==> config.mk <==
export PLATFORM = sky130hd
export DESIGN_NAME = change_log_fifo
export DESIGN_NICKNAME = d
export VERILOG_FILES = /design/src/rtl/change_log_fifo.sv
export SDC_FILE = /design/constraint.sdc
export NUM_CORES = 1
export LEC_CHECK = 0
export ABC_AREA = 1
export CAP_MARGIN = 20
export CORE_MARGIN = 2
export CORE_UTILIZATION = 35
export DETAILED_ROUTE_END_ITERATION = 12
export REMOVE_ABC_BUFFERS = 1
export SLEW_MARGIN = 20
export SYNTH_ARGS = -nofsm -noshare
export SYNTH_HDL_FRONTEND = slang
export SYNTH_SLANG_ARGS = --single-unit
==> constraint.sdc <==
create_clock -name clk -period 2 [get_ports clk]
set_clock_uncertainty 0.1 [all_clocks]
set_input_delay 0.4 -clock clk [delete_from_list [all_inputs] [get_ports clk]]
set_output_delay 0.4 -clock clk [all_outputs]
set_load 0.01 [all_outputs]
==> src/rtl/change_log_fifo.sv <==
// Logs {timestamp, value} whenever the watched bus changes on an enabled cycle; entry visible 1 cycle after its edge.
// Reader drains via ready/valid; a push into a full FIFO with no pop is dropped and sets sticky overflow.
module change_log_fifo #(
    parameter int W     = 3,
    parameter int DEPTH = 4,
    parameter int TSW   = 8
) (
    input  logic                      clk,
    input  logic                      rst_n,
    input  logic                      en_i,
    input  logic [W-1:0]              watch_i,
    input  logic                      rd_ready_i,
    output logic                      rd_valid_o,
    output logic [TSW+W-1:0]          rd_data_o,
    output logic [$clog2(DEPTH):0]    count_o,
    output logic                      overflow_o
);
    localparam int AW = $clog2(DEPTH);
    localparam int CW = AW + 1;

    typedef struct packed {
        logic [TSW-1:0] ts;
        logic [W-1:0]   val;
    } entry_t;

    logic [TSW-1:0] ts_q, ts_d;
    logic [W-1:0]   prev_q, prev_d;
    logic           primed_q, primed_d;
    logic [AW-1:0]  wr_ptr_q, wr_ptr_d;
    logic [AW-1:0]  rd_ptr_q, rd_ptr_d;
    logic [CW-1:0]  count_q, count_d;
    logic           ovf_q, ovf_d;
    entry_t         mem_q [DEPTH];
    entry_t         mem_d [DEPTH];

    logic evt, full, pop, push;

    always_comb begin
        // Case inequality so X/Z transitions are logged in simulation.
        evt  = en_i && (!primed_q || (watch_i !== prev_q));
        full = (count_q == CW'(DEPTH));
        pop  = (count_q != '0) && rd_ready_i;
        // A pop on a full FIFO frees the slot the same edge.
        push = evt && (!full || pop);

        ts_d     = ts_q;
        prev_d   = prev_q;
        primed_d = primed_q;
        wr_ptr_d = wr_ptr_q;
        rd_ptr_d = rd_ptr_q;
        count_d  = count_q;
        ovf_d    = ovf_q;
        mem_d    = mem_q;

        if (en_i) begin
            ts_d     = ts_q + 1'b1;
            prev_d   = watch_i;
            primed_d = 1'b1;
        end
        if (push) begin
            mem_d[wr_ptr_q] = '{ts: ts_q, val: watch_i};
            wr_ptr_d        = wr_ptr_q + 1'b1;
        end
        if (evt && !push) begin
            ovf_d = 1'b1;
        end
        if (pop) begin
            rd_ptr_d = rd_ptr_q + 1'b1;
        end
        case ({push, pop})
            2'b10:   count_d = count_q + 1'b1;
            2'b01:   count_d = count_q - 1'b1;
            default: count_d = count_q;
        endcase
    end

    always_ff @(posedge clk or negedge rst_n) begin
        if (!rst_n) begin
            ts_q     <= '0;
            prev_q   <= '0;
            primed_q <= 1'b0;
            wr_ptr_q <= '0;
            rd_ptr_q <= '0;
            count_q  <= '0;
            ovf_q    <= 1'b0;
            for (int i = 0; i < DEPTH; i++) begin
                mem_q[i] <= '0;
            end
        end else begin
            ts_q     <= ts_d;
            prev_q   <= prev_d;
            primed_q <= primed_d;
            wr_ptr_q <= wr_ptr_d;
            rd_ptr_q <= rd_ptr_d;
            count_q  <= count_d;
            ovf_q    <= ovf_d;
            for (int i = 0; i < DEPTH; i++) begin
                mem_q[i] <= mem_d[i];
            end
        end
    end

    assign rd_valid_o = (count_q != '0);
    assign rd_data_o  = mem_q[rd_ptr_q];
    assign count_o    = count_q;
    assign overflow_o = ovf_q;

endmodule
==> results.yml <==
floorplanning:
  ios: 23
  rows: 34
  die_h_um: 98.99
  core_um2: 8721
  initial_core_util: 0.3621
  die_area_um2: 9799
  die_x_um: 98.99
run_status:
  status: "finished, violations left"
  violations: "negative setup slack"
synth:
  yosysUniqueCellTypes: 25
  yosysMostFrequentCell: "nand2_1"
  synth_compound_area_frac: 0.07013
  synth_top_cells_by_area: "dfrtp_1 51%, nand2_1 14%, nand4_1 9.5%, nor2_1 3.8%, ha_1 2.4%"
  synth.area.mux_share: 0
  synth_area_um2: 3158
  synth_fa_ha_area_frac: 0.03011
  synth_xor_area_frac: 0.02773
  synth_seq_cells: 64
  synth_top_area_frac: 0.5071
  synth_simple_gate_area_share: 0.2940
  ys_seq_area_frac: 0.5071
  async_reset_ff_frac: 1.000
  synth_edf_count: 0
  synthCells: 381
  synth_top_area_cell: "dfrtp_1"
  ys_warn_count: 0
  synth_common_cells: "120 x nand2_1, 64 x dfrtp_1, 48 x nand4_1"
  avgSynthCellArea_um2: 8.289
  synthFlopType: "dfrtp_1"
  synth_top_family_by_area: "simple AND/OR/NAND/NOR gates"
worst_setup_path:
  cp-end-kind: "register"
  timing.rr.start: "prev_q[2]$_DFFE_PN0P_"
  cp.required_ns: 2.13
  critPathKind: "reg -> reg"
  r2r_slack_ns: -0.002
  cp.arrival_ns: 2.13
  start_kind: "register"
  r2r_end: "count_o[2]$_DFFE_PN0P_"
  crit_fanout: 3
  ff2ff_path_depth: 13
drt:
  antenna_left: 0
  via_per_inst: 5.057
  dr.pass1.iters: 4
  routed-via-count: 2761
  first_iter_violations: 176
  post_drt_wl_per_cell_um: 15.23
  drc_errors: 0
  drt_wl_total_um: 8318
cts:
  clk_pin_slew_worst_paths_ns: 0.07
  cts_made_buffers: 9
  htree_levels: 3
  cts_tree: "built"
  clockRootBuffer: "clkbuf_8"
  clk_latency_ns: 0.35
  cts.sinks: 64
  cts_buffer_depth: 2
grt:
  grt_first_pass_wirelength_um: 13880
  grt_usage: 0.1812
  gr-total-overflow: 0
  antenna_found_initial: 0
  grt_pass1_vias: 2736
  grt_max_degree: 65
worst_hold_path:
  hp-start: "mem_q[20]$_DFFE_PN0P_"
  worstHoldPathType: "reg -> reg"
  whs_endpoint: "mem_q[20]$_DFFE_PN0P_"
  holdPathStages: 2
finish:
  layout-drive-gt1-share: 0.2443
  diodes: 0
  nets: 447
  fill_cells: 865
  area.growth.synth_to_final_pct: 27.06
timing:
  setup_ws_ns: -0.001545
  final-max-slew-violation-count: 0
  fin_crit_ns: 2.002
  grt_setup_unrepaired: "yes"
  min_period_over_period: 1.001
  maxClockFrequency_ghz: 0.4996
  tightest_slew_ns: 0.4546
  hold_viol_final: 0
  tns_ns: -0.001545
  setup_viol: 1
  max_slew_margin: 0.6970
placement:
  dp_hpwl_um: 5319
  port_buffers: 22
  gp_congestion: 0.8319
power_and_ir_drop:
  peakVddDrop_uv: 766.0
  power_mw: 6.233
  power_density_nw_per_um2: 1553
  leakage_nw: 2.057
job:
  drv_cap: 0
kinds of logic after synthesis:
kind of cell    after synthesis
compound gates               41
xor+xnor                     10
fa+ha+maj                     7
buf+inv                      50
flops                        64
simple gates                209
sequential cells by signal, indices dropped and copies added (netlist names):
register,flops
wr_ptr_q,2
mem_q,44
ts_q,8
overflow_o,1
prev_q,3
count_o,3
rd_ptr_q,2
primed_q,1
how the worst max path moves through the flow:
stage                      startpoint                      to  depth (start not counted)  slack (ns)
3_3_place_gp               watch_i[2]  count_o[2]$_DFFE_PN0P_                         13       -0.60
6_report        prev_q[2]$_DFFE_PN0P_  count_o[2]$_DFFE_PN0P_                         13      -0.002
2_1_floorplan  count_o[0]$_DFFE_PN0P_  count_o[2]$_DFFE_PN0P_                          9       -0.37
4_1_cts         prev_q[2]$_DFFE_PN0P_  count_o[2]$_DFFE_PN0P_                         13       -0.07
3_5_place_dp               watch_i[2]  count_o[2]$_DFFE_PN0P_                         13       -0.67
5_1_grt         prev_q[0]$_DFFE_PN0P_  count_o[2]$_DFFE_PN0P_                         12        -0.1
where the power goes:
group          total (mW)  switching [mW]  internal (mW)
combinational        2.84            1.59           1.24
sequential           2.19           0.414           1.78
clock                1.20           0.493          0.711
total                6.23            2.50           3.73
stage by stage:
step	setup slack (ns)	hold slack (ns)	utilization	std cells	cell area, um^2
global route	-0.09673	0.3916	0.4601	546	4013
detailed placement	-0.6680	0.3454	0.4245	525	3702
floorplan	-0.3729	0.004409	-	351	3009
global placement	-0.6047	0.3422	0.4245	525	3702
CTS	-0.06837	0.3810	0.4509	542	3933
finish	-0.001545	0.3780	0.4601	546	4013
timing repair:
item | 4_1_cts | 5_1_grt
gates resized for setup | 56 | 29
cloned | 0 | 2
pin swaps | 9 | 13
buffers inserted | 0 | 2
hold endpoints to repair | 64 | 0
hold buffers | 1 | 0
setup endpoints to repair | 14 | 10
routing by layer:
| metal | GRT usage | wire length, um | vias to the layer above |
|---|---|---|---|
| met4 | 0.05269 | 120 | 0 |
| li1 | - | - | 1373 |
| met2 | 0.2718 | 3720 | 63 |
| met1 | 0.2583 | 4035 | 1317 |
| met5 | 0 | 0 | - |
| met3 | 0.04823 | 441 | 8 |
cell usage in the layout (no fill, tap or decap), types with 2 or more instances in the layout:
| cell type | count |
|---|---|
| xnor2_1 | 2 |
| nand2_2 | 6 |
| nand3_1 | 4 |
| clkdlybuf4s50_1 | 6 |
| buf_2 | 13 |
| nor2_2 | 4 |
| inv_2 | 9 |
| o21ai_1 | 16 |
| buf_6 | 6 |
| nand2_1 | 115 |
| dlygate4sd2_1 | 3 |
| clkbuf_8 | 13 |
| ha_1 | 5 |
| nor2_1 | 28 |
| nand4_1 | 48 |
| a21oi_2 | 2 |
| nor2_4 | 2 |
| o22ai_2 | 3 |
| o21ai_0 | 10 |
| inv_1 | 10 |
| xor2_1 | 8 |
| buf_4 | 39 |
| dfrtp_1 | 63 |
| o22ai_1 | 8 |
critical path: stages, from the launching register on:
cell and delay (ns):
dfrtp_1 0.41, inv_2 0.07, nand2_2 0.05, nand2_2 0.06
nand2_2 0.06, nor2_4 0.11, nor2_4 0.05, nand2_2 0.09
ha_4 0.13, inv_2 0.04, fa_2 0.35, a21oi_2 0.13
o21ai_1 0.08, xor2_1 0.15
area by class of cell:
type                    instances  area (um^2)  area share
well taps                     108        135.1     0.03368
clock buffers                  14        182.7     0.04553
multi-input cells             267         1410      0.3514
repair buffers                 71        569.3      0.1419
flip-flops and latches         64         1603      0.3994
clock inverters                 2        35.03    0.008731
inverters                      20        77.57     0.01933
(Power assumes the default switching activity.)
